[src/rtl/uart8_rx_fifo_pkg.sv]
// Shared UART receive-path constants and types.
// Holds the data width, default FIFO depth and receiver state encoding.
package uart8_rx_fifo_pkg;

    localparam int UART_DATA_W     = 8;
    localparam int UART_FIFO_DEPTH = 16;

    typedef enum logic [1:0] {
        UART_IDLE  = 2'd0,
        UART_START = 2'd1,
        UART_DATA  = 2'd2,
        UART_STOP  = 2'd3
    } uart_rx_state_t;

endpackage

[src/rtl/uart8_rx_fifo_mem.sv]
// sync_fifo_mem: DEPTH x DATA_W register array, one write port, one async read port.
// Ports: clk, rstN, i_we, i_waddr, i_wdata, i_raddr, o_rdata.
module sync_fifo_mem
    import uart8_rx_fifo_pkg::*;
#(
    parameter int DEPTH  = UART_FIFO_DEPTH,
    parameter int ADDR_W = $clog2(DEPTH),
    parameter int DATA_W = UART_DATA_W
) (
    input  logic              clk,
    input  logic              rstN,
    input  logic              i_we,
    input  logic [ADDR_W-1:0] i_waddr,
    input  logic [DATA_W-1:0] i_wdata,
    input  logic [ADDR_W-1:0] i_raddr,
    output logic [DATA_W-1:0] o_rdata
);

    logic [DATA_W-1:0] r_mem [DEPTH];

    // Cleared on reset so the head byte reads as zero out of reset.
    always_ff @(posedge clk or negedge rstN) begin
        if (!rstN) begin
            for (int i = 0; i < DEPTH; i++) begin
                r_mem[i] <= '0;
            end
        end else if (i_we) begin
            r_mem[i_waddr] <= i_wdata;
        end
    end

    assign o_rdata = r_mem[i_raddr];

endmodule

[src/rtl/uart8_rx_fifo.sv]
// uart8_rx_fifo: turns the UART receiver's level done/rxOut into single FIFO
// pushes and presents bytes over a first-word-fall-through valid/ready port.
// Ports: clk, rstN, en (low = flush), rxDone/rxErr/rxData from receiver,
//        outValid/outData/outReady to host, count/full/empty status,
//        overflow (sticky, cleared by clrOvf), errCount.
// Macro UART_RX_FIFO_ERR_COUNT_EN enables the saturating frame error counter.
module uart8_rx_fifo
    import uart8_rx_fifo_pkg::*;
#(
    parameter  int DEPTH  = UART_FIFO_DEPTH,
    localparam int ADDR_W = $clog2(DEPTH)
) (
    input  logic                   clk,
    input  logic                   rstN,
    input  logic                   en,
    input  logic                   rxDone,
    input  logic                   rxErr,
    input  logic [UART_DATA_W-1:0] rxData,
    output logic                   outValid,
    output logic [UART_DATA_W-1:0] outData,
    input  logic                   outReady,
    output logic [ADDR_W:0]        count,
    output logic                   full,
    output logic                   empty,
    output logic                   overflow,
    input  logic                   clrOvf,
    output logic [7:0]             errCount
);

    localparam logic [ADDR_W:0]   DEPTH_C = (ADDR_W+1)'(DEPTH);
    localparam logic [ADDR_W-1:0] PTR_ONE = ADDR_W'(1);

    logic [ADDR_W-1:0] r_wrPtr;
    logic [ADDR_W-1:0] r_rdPtr;
    logic [ADDR_W:0]   r_count;
    logic              r_doneQ;
    logic              r_ovf;

    logic w_push;
    logic w_pop;
    logic w_full;
    logic w_empty;
    logic w_accept;
    logic w_drop;
    logic [UART_DATA_W-1:0] w_rdData;

    assign w_full  = (r_count == DEPTH_C);
    assign w_empty = (r_count == '0);

    // One push per frame: only the rising edge of done, and never on an error frame.
    assign w_push   = en & rxDone & ~r_doneQ & ~rxErr;
    assign w_pop    = en & ~w_empty & outReady;
    // A pop in the same cycle frees the slot, so a full FIFO still accepts.
    assign w_accept = w_push & (~w_full | w_pop);
    assign w_drop   = w_push & w_full & ~w_pop;

    always_ff @(posedge clk or negedge rstN) begin
        if (!rstN) begin
            r_wrPtr <= '0;
            r_rdPtr <= '0;
            r_count <= '0;
            r_doneQ <= 1'b0;
        end else if (!en) begin
            r_wrPtr <= '0;
            r_rdPtr <= '0;
            r_count <= '0;
            r_doneQ <= 1'b0;
        end else begin
            r_doneQ <= rxDone;
            if (w_accept) begin
                r_wrPtr <= r_wrPtr + PTR_ONE;
            end
            if (w_pop) begin
                r_rdPtr <= r_rdPtr + PTR_ONE;
            end
            if (w_accept && !w_pop) begin
                r_count <= r_count + 1'b1;
            end else if (w_pop && !w_accept) begin
                r_count <= r_count - 1'b1;
            end
        end
    end

    // A drop in the same cycle as clrOvf keeps the flag set.
    always_ff @(posedge clk or negedge rstN) begin
        if (!rstN) begin
            r_ovf <= 1'b0;
        end else if (w_drop) begin
            r_ovf <= 1'b1;
        end else if (clrOvf) begin
            r_ovf <= 1'b0;
        end
    end

    sync_fifo_mem #(
        .DEPTH  (DEPTH),
        .ADDR_W (ADDR_W),
        .DATA_W (UART_DATA_W)
    ) u_mem (
        .clk     (clk),
        .rstN    (rstN),
        .i_we    (w_accept),
        .i_waddr (r_wrPtr),
        .i_wdata (rxData),
        .i_raddr (r_rdPtr),
        .o_rdata (w_rdData)
    );

`ifdef UART_RX_FIFO_ERR_COUNT_EN
    logic       r_errQ;
    logic [7:0] r_errCount;
    logic       w_errEvt;

    assign w_errEvt = en & rxErr & ~r_errQ;

    always_ff @(posedge clk or negedge rstN) begin
        if (!rstN) begin
            r_errQ     <= 1'b0;
            r_errCount <= 8'h00;
        end else begin
            r_errQ <= en & rxErr;
            if (clrOvf) begin
                r_errCount <= w_errEvt ? 8'h01 : 8'h00;
            end else if (w_errEvt && r_errCount != 8'hFF) begin
                r_errCount <= r_errCount + 8'h01;
            end
        end
    end

    assign errCount = r_errCount;
`else
    assign errCount = 8'h00;
`endif

    assign outValid = ~w_empty;
    assign outData  = w_rdData;
    assign count    = r_count;
    assign full     = w_full;
    assign empty    = w_empty;
    assign overflow = r_ovf;

endmodule

[config.mk]
export PLATFORM = sky130hd
export DESIGN_NAME = uart8_rx_fifo
export DESIGN_NICKNAME = d
export VERILOG_FILES = /design/src/rtl/uart8_rx_fifo_pkg.sv /design/src/rtl/uart8_rx_fifo_mem.sv /design/src/rtl/uart8_rx_fifo.sv
export SDC_FILE = /design/constraint.sdc
export NUM_CORES = 1
export LEC_CHECK = 0
export ABC_CLOCK_PERIOD_IN_PS = 2800
export BUFFER_PORTS_ARGS = -buffer_cell sky130_fd_sc_hd__buf_4
export CORE_ASPECT_RATIO = 0.5
export CORE_MARGIN = 2
export CORE_UTILIZATION = 61
export CTS_CLUSTER_SIZE = 20
export DETAILED_ROUTE_END_ITERATION = 7
export PLACE_DENSITY = 0.8
export SYNTH_ARGS = -nofsm -noshare
export SYNTH_HDL_FRONTEND = slang
export SYNTH_SLANG_ARGS = --single-unit
[constraint.sdc]
create_clock -name clk -period 2.8 [get_ports clk]
set_input_delay 0.56 -clock clk [delete_from_list [all_inputs] [get_ports clk]]
set_output_delay 0.56 -clock clk [all_outputs]
set_load 0.1 [all_outputs]
# Word level (Yosys, flattened, before mapping)
# Cells that the tools add are included.
# word_totals
output_inout_bits	25
reg_bits	143
word_cells	71
# op_classes
add_sub_neg	4
n_bitwise	16
n_reduce_logical	7
order_cmp	3
eq_ne	4
mux	16
# ops
cell	count
bitwise mux 128 bit	1
binary-select mux 8 bit (select 4 bit)	1
demux 8 bit (select 4 bit)	1
two-way mux 8 bit	3
two-way mux 4 bit	4
two-way mux 5 bit	3
greater-or-equal comparator 5 bit (second input constant)	2
NOT 4 -> 5 bit	2
adder 4 x 1 -> 4 bit (second input constant)	2
AND 1 bit	8
adder 5 x 1 -> 5 bit (second input constant)	1
equality test 5 bit (second input constant)	1
zero test 5 bit	1
less-than comparator 5 x 1 -> 1 bit (second input constant)	1
NOT 1 bit	5
subtractor 5 x 1 -> 5 bit (second input constant)	1
!= test 2 x 1 -> 1 bit (second input constant)	2
logical AND 1 bit	3
two-way mux 1 bit	3
!= test 3 x 1 -> 1 bit (second input constant)	1
zero test 1 bit	2
nonzero test 2 bit	1
bitwise OR 1 bit	1

# Longest topological paths before layout
# Gate-level depths: netlist (run 1).
# depth
word_depth	11
mapped_depth	9
ltp_nobuf	9

# By module
# A second synthesis (run 1) with hierarchy kept.
# unflattened
hier_cells	466
hier_area_um2	6951.7
# by_module_without_submodules
mod	seq_area_each_um2	area_per_inst_um2	instances	cells_per_inst
sync_fifo_mem	3203.1	5915.7	1	365
uart8_rx_fifo	375.4	1036.0	1	101

# Least setup slack after synthesis (run 1)
# No wires, ideal clock.
# synth_timing
path_kind	reg-to-reg
start	register r_count[0] (netlist: count[0])
end	register r_count[3] (netlist: count[3])
period_less_slack_ns	4.365
n_path_buf	0
setup_slack_ns	-1.565
stages_incl_launch_ff	10
arrival_time_ns	4.237
required_time_ns	2.672
path_cell_list	dfrtp_1 > nor4_4 > nand2_1 > inv_1 > o21ai_0 > ha_1 > a21oi_1 > a21o_1 > a21oi_1 > mux2_1
# synth_between
elab_chain_len	9
elab_cells_between_ends	18
classes_between	add/sub (2); eq/ne (2); mux (3); bitwise (6); reduce/logical (5)
# synth_rtl
item	line_no	rtl
from (decl)	uart8_rx_fifo.sv:35	logic [ADDR_W:0] r_count;
from (signal assigned)	uart8_rx_fifo.sv:77	r_count <= r_count + 1'b1;
from (signal assigned)	uart8_rx_fifo.sv:79	r_count <= r_count - 1'b1;
zero test 5 bit (*)	uart8_rx_fifo.sv:48	assign w_empty = (r_count == '0);
NOT 1 bit (*)	n/a	
named net outValid	uart8_rx_fifo.sv:19	output logic outValid,
AND 1 bit (*) (2 in series)	uart8_rx_fifo.sv:52	assign w_pop = en & ~w_empty & outReady;
bitwise OR 1 bit	uart8_rx_fifo.sv:54	assign w_accept = w_push & (~w_full | w_pop);
AND 1 bit	uart8_rx_fifo.sv:54	
zero test 1 bit or logical AND 1 bit (tied branches)	uart8_rx_fifo.sv:78, uart8_rx_fifo.sv:76	
logical AND 1 bit or two-way mux 5 bit (tied branches)	uart8_rx_fifo.sv:78, uart8_rx_fifo.sv:76	
!= test 3 x 1 -> 1 bit (no source line) or two-way mux 5 bit (tied branches)	n/a	
# Mark *: on every way through the listed nets, which the timed path passes. The rest lies on a longest branch. The select of a mux whose other input is x is not followed.
# A chain may end at the register's enable or synchronous reset.

# Final worst setup path (run 1)
# layout_timing
start	register r_rdPtr[0]
end	output outData[7]
# layout_between
elab_chain_len	4
# layout_rtl
item	line_no	rtl
from (decl)	uart8_rx_fifo.sv:34	logic [ADDR_W-1:0] r_rdPtr;
from (signal assigned)	uart8_rx_fifo.sv:74	r_rdPtr <= r_rdPtr + PTR_ONE;
NOT 4 -> 5 bit (not written as such)	uart8_rx_fifo_mem.sv:32	assign o_rdata = r_mem[i_raddr];
binary-select mux 8 bit (select 4 bit)	uart8_rx_fifo_mem.sv:32	
two-way mux 8 bit (not written as such) (2 in series)	uart8_rx_fifo_mem.sv:32	
to (decl)	uart8_rx_fifo.sv:20	output logic [UART_DATA_W-1:0] outData,
# Every way passes these cells. The select of a mux whose other input is x is not followed.

==> results of run 1 <==
## registers in the layout, summed over array words and instances (netlist names)
name	flops
r_doneQ	1
u_mem.r_mem	128
count	5
r_wrPtr	4
r_rdPtr	4
overflow	1
## worst paths after layout
check / from / endpoint / slack, ns / cells past startpoint
min in group clk: rxDone / r_doneQ / 0.36 / 2
max in group asynchronous: rstN / u_mem.r_mem[25] / 1.97 / 2
hold / removal: rstN / u_mem.r_mem[34] / 0.11 / 1
hold reg to reg: u_mem.r_mem[38] / u_mem.r_mem[38] / 0.51 / 1
setup reg to reg: count[2] / count[4] / 0.21 / 8
setup / recovery: r_rdPtr[0] / outData[7] / 0.008 / 5
## power by group
part / switching (mW) / internal, mW / total [mW]
sequential: 0.125 / 2.19 / 2.32
combinational: 1.53 / 0.736 / 2.26
clock: 0.906 / 1.69 / 2.60
total: 2.56 / 4.62 / 7.18
## repair_timing
action / 4_1_cts / 5_1_grt
endpoints found under the hold margin: 0 / 0
setup endpoints to repair: 8 / 8
gates resized for setup: 4 / 11
buffers inserted: 0 / 3
## placed cells by master (no fill, tap or decap), types with 5 or more instances in the layout
cell and instances:
a221oi_1 12, a22oi_1 8, and3_1 15, buf_12 7
buf_4 47, buf_6 5, bufinv_16 6, clkbuf_16 17
conb_1 8, dfrtp_1 137, dfrtp_4 5, ha_1 9
inv_1 7, mux2_2 16, mux2_4 112, mux2i_1 37
mux4_2 16, nand2_1 17, nand3_1 5, nor2_1 9
o21ai_0 9
## per-stage QoR
stage / setup WS, ns / instances / hold slack [ns]
after detailed placement: 0.0801 / 690 / 0.488
after CTS: 0.00152 / 722 / 0.125
after global placement: 0.230 / 690 / 0.484
after global routing: -0.0555 / 725 / 0.153
after floorplan: -0.187 / 516 / 0.264
final: 0.00822 / 725 / 0.109
## area by class of cell
cell class	instances	area, um2	share of cell area (%)
clock buffers	18	439	5.06
flip-flops and latches	143	3600	41.5
multi-input cells	317	3600	41.5
inverters	8	33.8	0.389
clock inverters	14	239	2.75
repair buffers	60	564	6.50
well taps	165	206	2.38
## worst reg2reg max path: stages, from the launching register on
cell      delay, ns
dfrtp_4        0.51
nor4_4         0.52
a31oi_1        0.28
o21ai_4        0.16
ha_1           0.31
a21oi_1        0.27
nand2_1        0.11
nand4b_1       0.18
a31oi_1        0.18
## cells by family after synthesis
group                    share of synthesized area (%)
AO/OA/AOI/OAI                                     4.79
adder cells (fa/ha/maj)                           1.78
buffers and inverters                             4.81
flip-flops                                        48.1
AND/OR/NAND/NOR                                   4.77
multiplexers                                      35.3
XOR/XNOR                                         0.471
other                                           0.0504
## per-layer routing
| metal | track usage, % | routed length [um] | vias up |
|---|---|---|---|
| li1 | - | - | 1931 |
| met1 | 40.0 | 7900 | 2355 |
| met2 | 44.2 | 7970 | 174 |
| met3 | 6.54 | 1090 | 17 |
| met4 | 8.65 | 228 | 0 |
| met5 | 0 | 0 | - |
==> out/metrics.csv, run 1 <==
metric,value,unit
first_pass_iters,5,
cp_data_arrival_time,2.23,ns
ys_types,42,
synth_common_cells,"dfrtp_1 (143), mux2_4 (112), mux2i_1 (37)",
fin_crit,2.79,ns
synth_top_area_share,48.1,%
die_w,160,um
p_leak,4.08,nW
grt_overflow,0,
die_area,13200,um2
coreArea,11900,um2
routed_wl,17.2,mm
area_growth,16.6,%
power_density,827,nW/um2
hp-class,input port to asynchronous set/reset pin,
crit_slowest_cell,mux4_2,
dpl-instance-area,7910,um2
syn_inst,509,
clock_latency,0.42,ns
path_max_fanout,13,
max_cap_viol_count,0,
synth_seq_cells,143,
vias_per_cell,6.18,
port_buffers,31,
final_nets,572,
worstSetupPathType,flop to primary output,
grt_pass1_vias,4608,
antenna_found_initial,0,
tns,0,ns
cts_buffer_depth,2,
finalHoldViolations,0,
cts_root_buffer,clkbuf_16,
antenna_left,0,
syn_avg_cell_area,14.6,um2
num_antenna_cells,0,
skew,0.00688,ns
clock_sinks,143,
netlist_top_cells_area,"dfrtp_1 (48%), mux2_4 (23%), mux2i_1 (5.0%)",
track_usage,28.2,%
worst_slew_pin_slew,0.558,ns
critPathBufInv,2,
rsz0062_at_grt,true,
drv_slew,0,
cts_made_buffers,17,
rows,28,
clk_pin_slew,0.06,ns
fmax,358,MHz
synth_top_cell_by_area,dfrtp_1,
setup.worst_path.end_class,primary output,
finish.utilization,73.1,%
fp.dieH,82.1,um
power,7.18,mW
drt_iter0_markers,325,
ir_worst_vdd,925,uV
max_slew_margin,62.8,%
grt_max_degree,61,
startpoint_type,flop,
drcViolationCount,0,
async_flop_share,100,%
n_fill_cell,723,
ys_seq_area_share,48.1,%
path_delay_family,multiplexers,
syn_area,7450,um2
cts_tree,done,
cpPeakStageDelay,0.55,ns
wl_per_cell,23.7,um
gp_congestion,0.846,
htreeDepth,4,
drive_gt1_share,45.9,%
synthMostInstantiatedCell,dfrtp_1,
vias,4477,
start_util,62.7,%
setup_viol,0,
grt_pass1_wl,27.2,mm
stdcell_area,8680,um2
ios,40,
synthFlopType,dfrtp_1,
fin_crit_sh,99.7,%
status,"finished, final reports clean",
synth_edf_count,0,
yosysWarnings,0,
cts_hold_buf,0,
crit_required,2.24,ns
cp_cell_sequence,buf_8 -> mux4_2 -> a22oi_1 -> nand2_1 -> buf_4,
hpwlAfterDp,11.1,mm
Power figures use the tool's default switching activity.
==> inputs of run 2 (changes only) <==
CORE_UTILIZATION = 64   (was 61)
CTS_BUF_LIST = sky130_fd_sc_hd__clkbuf_8   (was unset)
PLACE_DENSITY = 0.83   (was 0.8)
==> out/metrics.csv, run 2 (synthesized netlist as in run 1, its figures left out) <==
metric,value,unit,change
setup.worst_path.end_class,primary output,,unchanged
worst_slew_pin_slew,0.730,ns,was 0.558 ns
finalHoldViolations,0,,unchanged
vias,4798,,was 4477
gp_congestion,0.808,,was 0.846
top_register,u_mem.r_mem,,unchanged
stdcell_area,8760,um2,was 8680 um2
fp.dieH,80.3,um,was 82.1 um
cts_buffer_depth,2,,unchanged
multi_input_area,3760,um2,was 3600 um2
clk_pin_slew,0.09,ns,was 0.06 ns
routed_wl,18.9,mm,was 17.2 mm
p_leak,4.14,nW,was 4.08 nW
ios,40,,unchanged
hp-class,input port to asynchronous set/reset pin,,unchanged
setup_viol,5,,was 0
num_antenna_cells,0,,unchanged
antenna_left,0,,unchanged
area_growth,17.7,%,was 16.6%
grt_pass1_vias,4851,,was 4608
fin_crit,2.89,ns,was 2.79 ns
htreeDepth,4,,unchanged
final_cell_mix,"dfrtp_1 (137), mux2_4 (112), buf_4 (57)",,"was dfrtp_1 (137), mux2_4 (112), buf_4 (47)"
layout_commonest_cell,dfrtp_1,,unchanged
wl_per_cell,26.2,um,was 23.7 um
drive_gt1_share,50.5,%,was 45.9%
dpl-instance-area,7910,um2,about the same
start_util,66.8,%,was 62.7%
r2r-end,count[4],,unchanged
startpoint_type,flop,,unchanged
reg2reg_slack,0.31,ns,was 0.21 ns
cpMostUsedCell,buf_12,,
rsz0062_at_grt,true,,unchanged
clock_latency,0.46,ns,was 0.42 ns
hpwlAfterDp,11.0,mm,was 11.1 mm
seq_area,3600,um2,unchanged
fmax,346,MHz,was 358 MHz
grt_overflow,0,,unchanged
drcViolationCount,0,,unchanged
vias_per_cell,6.65,,was 6.18
grt_pass1_wl,27.6,mm,was 27.2 mm
worstSetupPathType,flop to primary output,,unchanged
power,6.77,mW,was 7.18 mW
tns,-0.345,ns,was 0 ns
cp_cell_sequence,buf_12 -> buf_12 -> buf_12 -> mux2i_1 -> a221oi_2 -> a22oi_1 -> nand2_1 -> buf_12,,was buf_8 -> mux4_2 -> a22oi_1 -> nand2_1 -> buf_4
n_fill_cell,560,,was 723
path_max_fanout,7,,was 13
cts_tree,done,,unchanged
skew,0.0177,ns,was 0.00688 ns
largest_reg_flops,128,,unchanged
max_cap_viol_count,0,,unchanged
rows,27,,was 28
power_density,773,nW/um2,was 827 nW/um2
status,"complete, but fails checks",,"was finished, final reports clean"
worst_slack,-0.0882,ns,was 0.00822 ns
port_buffers,31,,unchanged
finish.utilization,78.6,%,was 73.1%
crit_slowest_cell,dfrtp_2,,was mux4_2
path_delay_family,buffers and inverters,,was multiplexers
antenna_found_initial,0,,unchanged
fin_crit_sh,103,%,was 99.7%
cts_root_buffer,clkbuf_8,,was clkbuf_16
final_nets,588,,was 572
critPathBufInv,4,,was 2
drv_slew,0,,unchanged
die_w,157,um,was 160 um
ir_worst_vdd,877,uV,was 925 uV
crit_required,2.24,ns,about the same
violations,negative setup slack,,
first_pass_iters,5,,unchanged
track_usage,30.3,%,was 28.2%
worstReg2RegStart,count[0],,was count[2]
cts_made_buffers,17,,unchanged
grt_max_degree,75,,was 61
die_area,12600,um2,was 13200 um2
cp_data_arrival_time,2.33,ns,was 2.23 ns
clock_sinks,143,,unchanged
reg2reg_depth,10,,was 8
max_slew_margin,51.3,%,was 62.8%
drt_iter0_markers,475,,was 325
coreArea,11100,um2,was 11900 um2
cpPeakStageDelay,0.42,ns,was 0.55 ns
-- run 2: timing repair --
action / CTS / global route
setup buffers: 4 / 8
hold buffers: 0 / 0
pin swaps: 0 / 12
gates resized for setup: 32 / 29
hold endpoints to repair: 0 / 0
setup endpoints to repair: 8 / 9
-- run 2: where the power goes --
part | internal (mW) | total, mW | switching, mW | leakage [nW]
Combinational | 0.964 | 2.61 | 1.65 | 1.96
Clock | 0.996 | 1.85 | 0.855 | 0.225
Sequential | 2.19 | 2.31 | 0.123 | 1.96
-- run 2: metal layers --
metal	vias up	routed length (um)	global-route usage (%)
li1	1951	-	-
met1	2499	7910	41.5
met2	293	8880	47.8
met3	55	1500	6.96
met4	0	606	11.6
met5	-	0	0
-- run 2: final cells by class --
| type | count | share of cell area [%] |
|---|---|---|
| flip-flops and latches | 143 | 41.1 |
| clock buffers | 18 | 2.83 |
| clock inverters | 14 | 2.17 |
| repair buffers | 76 | 8.60 |
| well taps | 145 | 2.07 |
| multi-input cells | 317 | 42.9 |
| inverters | 8 | 0.386 |
-- run 2: worst max-delay path by stage --
stage	slack, ns	startpoint	end	cells after the start
final	-0.09	r_rdPtr[0]	outData[6]	8
after global routing	-0.19	r_rdPtr[0]	outData[0]	8
after CTS	-0.03	r_rdPtr[1]	outData[7]	7
after detailed placement	0.21	count[2]	count[4]	8
after global placement	0.29	count[2]	count[4]	8
after floorplan	-0.19	count[2]	count[3]	9
-- run 2: stage by stage --
stage          setup WS (ns)  hold WS, ns  std cells
3_3_place_gp           0.289        0.486        677
4_1_cts              -0.0282        0.149        713
6_report             -0.0882        0.118        721
3_5_place_dp           0.214        0.488        677
5_1_grt               -0.192        0.184        721
2_1_floorplan         -0.187        0.264        516
==> inputs of run 3 (changes only) <==
CORE_UTILIZATION = 63   (was 64)
GPL_TIMING_DRIVEN = 0   (was unset)
PLACE_DENSITY = 0.82   (was 0.83)
SYNTH_HIERARCHICAL = 1   (was unset)
==> out/metrics.csv, run 3 <==
metric,value,unit,change
path_max_fanout,7,,unchanged
first_pass_iters,7,,was 5
antenna_found_initial,0,,unchanged
hpwlAfterDp,10.1,mm,was 11.0 mm
grt_max_degree,80,,was 75
netlist_top_cells_area,"dfrtp_1 (51%), mux2_2 (19%), mux4_2 (10%)",,"was dfrtp_1 (48%), mux2_4 (23%), mux2i_1 (5.0%)"
cts_tree,done,,unchanged
preCtsSetupSlack,-0.121,ns,was 0.214 ns
grt_overflow,0,,unchanged
n_fill_cell,712,,was 560
wl_per_cell,22.6,um,was 26.2 um
die_w,153,um,was 157 um
cts_made_buffers,17,,unchanged
ios,40,,unchanged
cp_data_arrival_time,2.27,ns,was 2.33 ns
crit_required,2.24,ns,about the same
multi_input_area,3260,um2,was 3760 um2
gp_congestion,0.782,,was 0.808
synthFlopType,dfrtp_1,,unchanged
startpoint_type,flop,,unchanged
port_buffers,30,,was 31
antenna_left,0,,unchanged
yosysWarnings,6,,was 0
drive_gt1_share,55.5,%,was 50.5%
placedCellCount,649,,was 677
p_leak,3.78,nW,was 4.14 nW
clk_pin_slew,0.08,ns,was 0.09 ns
cts_buffer_depth,2,,unchanged
synth_edf_count,0,,unchanged
finalNonFillerCells,687,,was 721
htreeDepth,4,,unchanged
largest_reg_flops,128,,unchanged
worst_slack,-0.0263,ns,was -0.0882 ns
vias_per_cell,6.18,,was 6.65
start_util,63.9,%,was 66.8%
fin_crit,2.83,ns,was 2.89 ns
fp.dieH,78.3,um,was 80.3 um
synth_top_area_share,51.5,%,was 48.1%
synth_top_cell_by_area,dfrtp_1,,unchanged
finalHoldViolations,0,,unchanged
fin_crit_sh,101,%,was 103%
synth_seq_cells,143,,unchanged
cts_root_buffer,clkbuf_8,,unchanged
worst_slew_pin_slew,0.850,ns,was 0.730 ns
syn_inst,466,,was 509
clock_latency,0.44,ns,was 0.46 ns
num_antenna_cells,0,,unchanged
power_density,786,nW/um2,was 773 nW/um2
layout_commonest_cell,dfrtp_1,,unchanged
ys_seq_area_share,51.5,%,was 48.1%
drt_iter0_markers,257,,was 475
final_cell_mix,"dfrtp_1 (137), mux2_2 (120), buf_4 (35)",,"was dfrtp_1 (137), mux2_4 (112), buf_4 (57)"
rsz0062_at_grt,true,,unchanged
grt_pass1_wl,23.7,mm,was 27.6 mm
fmax,354,MHz,was 346 MHz
ys_types,53,,was 42
worstSetupPathType,flop to primary output,,unchanged
grt_pass1_vias,4310,,was 4851
drcViolationCount,0,,unchanged
rows,27,,unchanged
vias,4244,,was 4798
routed_wl,15.5,mm,was 18.9 mm
coreArea,10900,um2,was 11100 um2
drv_slew,0,,unchanged
final_nets,551,,was 588
die_area,11900,um2,was 12600 um2
violations,negative setup slack,,unchanged
finish.utilization,74.4,%,was 78.6%
top_register,u_mem/r_mem,,was u_mem.r_mem
setup.worst_path.end_class,primary output,,unchanged
seq_area,3590,um2,was 3600 um2
async_flop_share,100,%,unchanged
syn_avg_cell_area,14.9,um2,was 14.6 um2
max_slew_margin,43.0,%,was 51.3%
cts_hold_buf,0,,unchanged
status,"complete, but fails checks",,unchanged
synthMostInstantiatedCell,dfrtp_1,,unchanged
syn_area,6950,um2,was 7450 um2
area_growth,16.4,%,was 17.7%
track_usage,26.8,%,was 30.3%
max_cap_viol_count,0,,unchanged
ir_worst_vdd,749,uV,was 877 uV
clock_sinks,143,,unchanged
skew,0.00950,ns,was 0.0177 ns
synth_common_cells,"dfrtp_1 (143), mux2_2 (120), mux4_2 (32)",,"was dfrtp_1 (143), mux2_4 (112), mux2i_1 (37)"
setup_viol,2,,was 5
hp-class,input port to asynchronous set/reset pin,,unchanged
==> run 3: routing by layer <==
layer	part of all wire (%)	up-vias	wire (um)	global-route usage (%)
met4	1.2	0	185	7.50
met3	8.4	22	1300	6.29
met1	45	2221	6910	39.4
met2	46	148	7120	41.0
met5	0	-	0	0
li1	-	1853	-	-
==> run 3: worst max-delay path, cell delays in order, from the launching register on <==
cell,delay (ns)
dfrtp_1,0.40
buf_12,0.17
buf_12,0.14
mux4_2,0.51
a22oi_2,0.29
nand2_2,0.12
buf_12,0.18
==> run 3: stage by stage <==
stage	instance area, um2	setup TNS, ns	hold WS, ns	power (mW)
floorplan	7000	0	0.264	4.09
global placement	7410	-0.918	0.482	4.53
detailed placement	7440	-1.27	0.490	4.58
CTS	7950	-0.0371	0.155	6.18
global route	8090	-0.499	0.178	6.63
finish	8090	-0.0382	0.130	6.36
==> run 3: cell families after synthesis <==
kind of cell               after synthesis  share of synthesized area (%)
other                                    1                         0.0539
muxes                                  166                           32.5
DFF                                    143                           51.5
buffers and inverters                   42                           3.31
and+or+nand+nor                         63                           6.21
AOI/OAI and AO/OA                       39                           4.41
adders and majority gates                7                           1.37
xor gates and xnor gates                 5                          0.630
==> run 3: layout make-up <==
type	count	area share (%)
buffer	37	3.60
clock buffer	20	3.40
clock inverter	12	0.866
inverter	5	0.278
multi-input combinational	288	40.2
sequential	143	44.4
tap	145	2.24
timing repair buffer	37	4.97
==> run 3: worst paths after layout <==
path / from / to / slack [ns] / cells past startpoint
max: r_rdPtr[0] / outData[2] / -0.03 / 6
min: rstN / r_doneQ / 0.13 / 1
max reg2reg: count[1] / count[3] / 0.13 / 10
min reg2reg: u_mem/r_mem[9] / u_mem/r_mem[9] / 0.51 / 1
max in group asynchronous: rstN / u_mem/r_mem[77] / 1.89 / 2
min in group clk: clrOvf / overflow / 0.29 / 2
==> run 3: power breakdown <==
group / switching [mW] / leakage [nW] / internal (mW) / total, mW
combinational: 1.62 / 1.64 / 0.987 / 2.61
sequential: 0.120 / 1.95 / 2.19 / 2.31
clock: 0.769 / 0.181 / 0.668 / 1.44
==> run 3: repair_timing <==
action                                 in CTS  in global routing
endpoints found under the hold margin       0                  0
setup endpoints to repair                  10                 18
resized for setup                          39                 18
setup buffers                               3                  0
pin swaps                                   5                  8
gates cloned                                0                  3
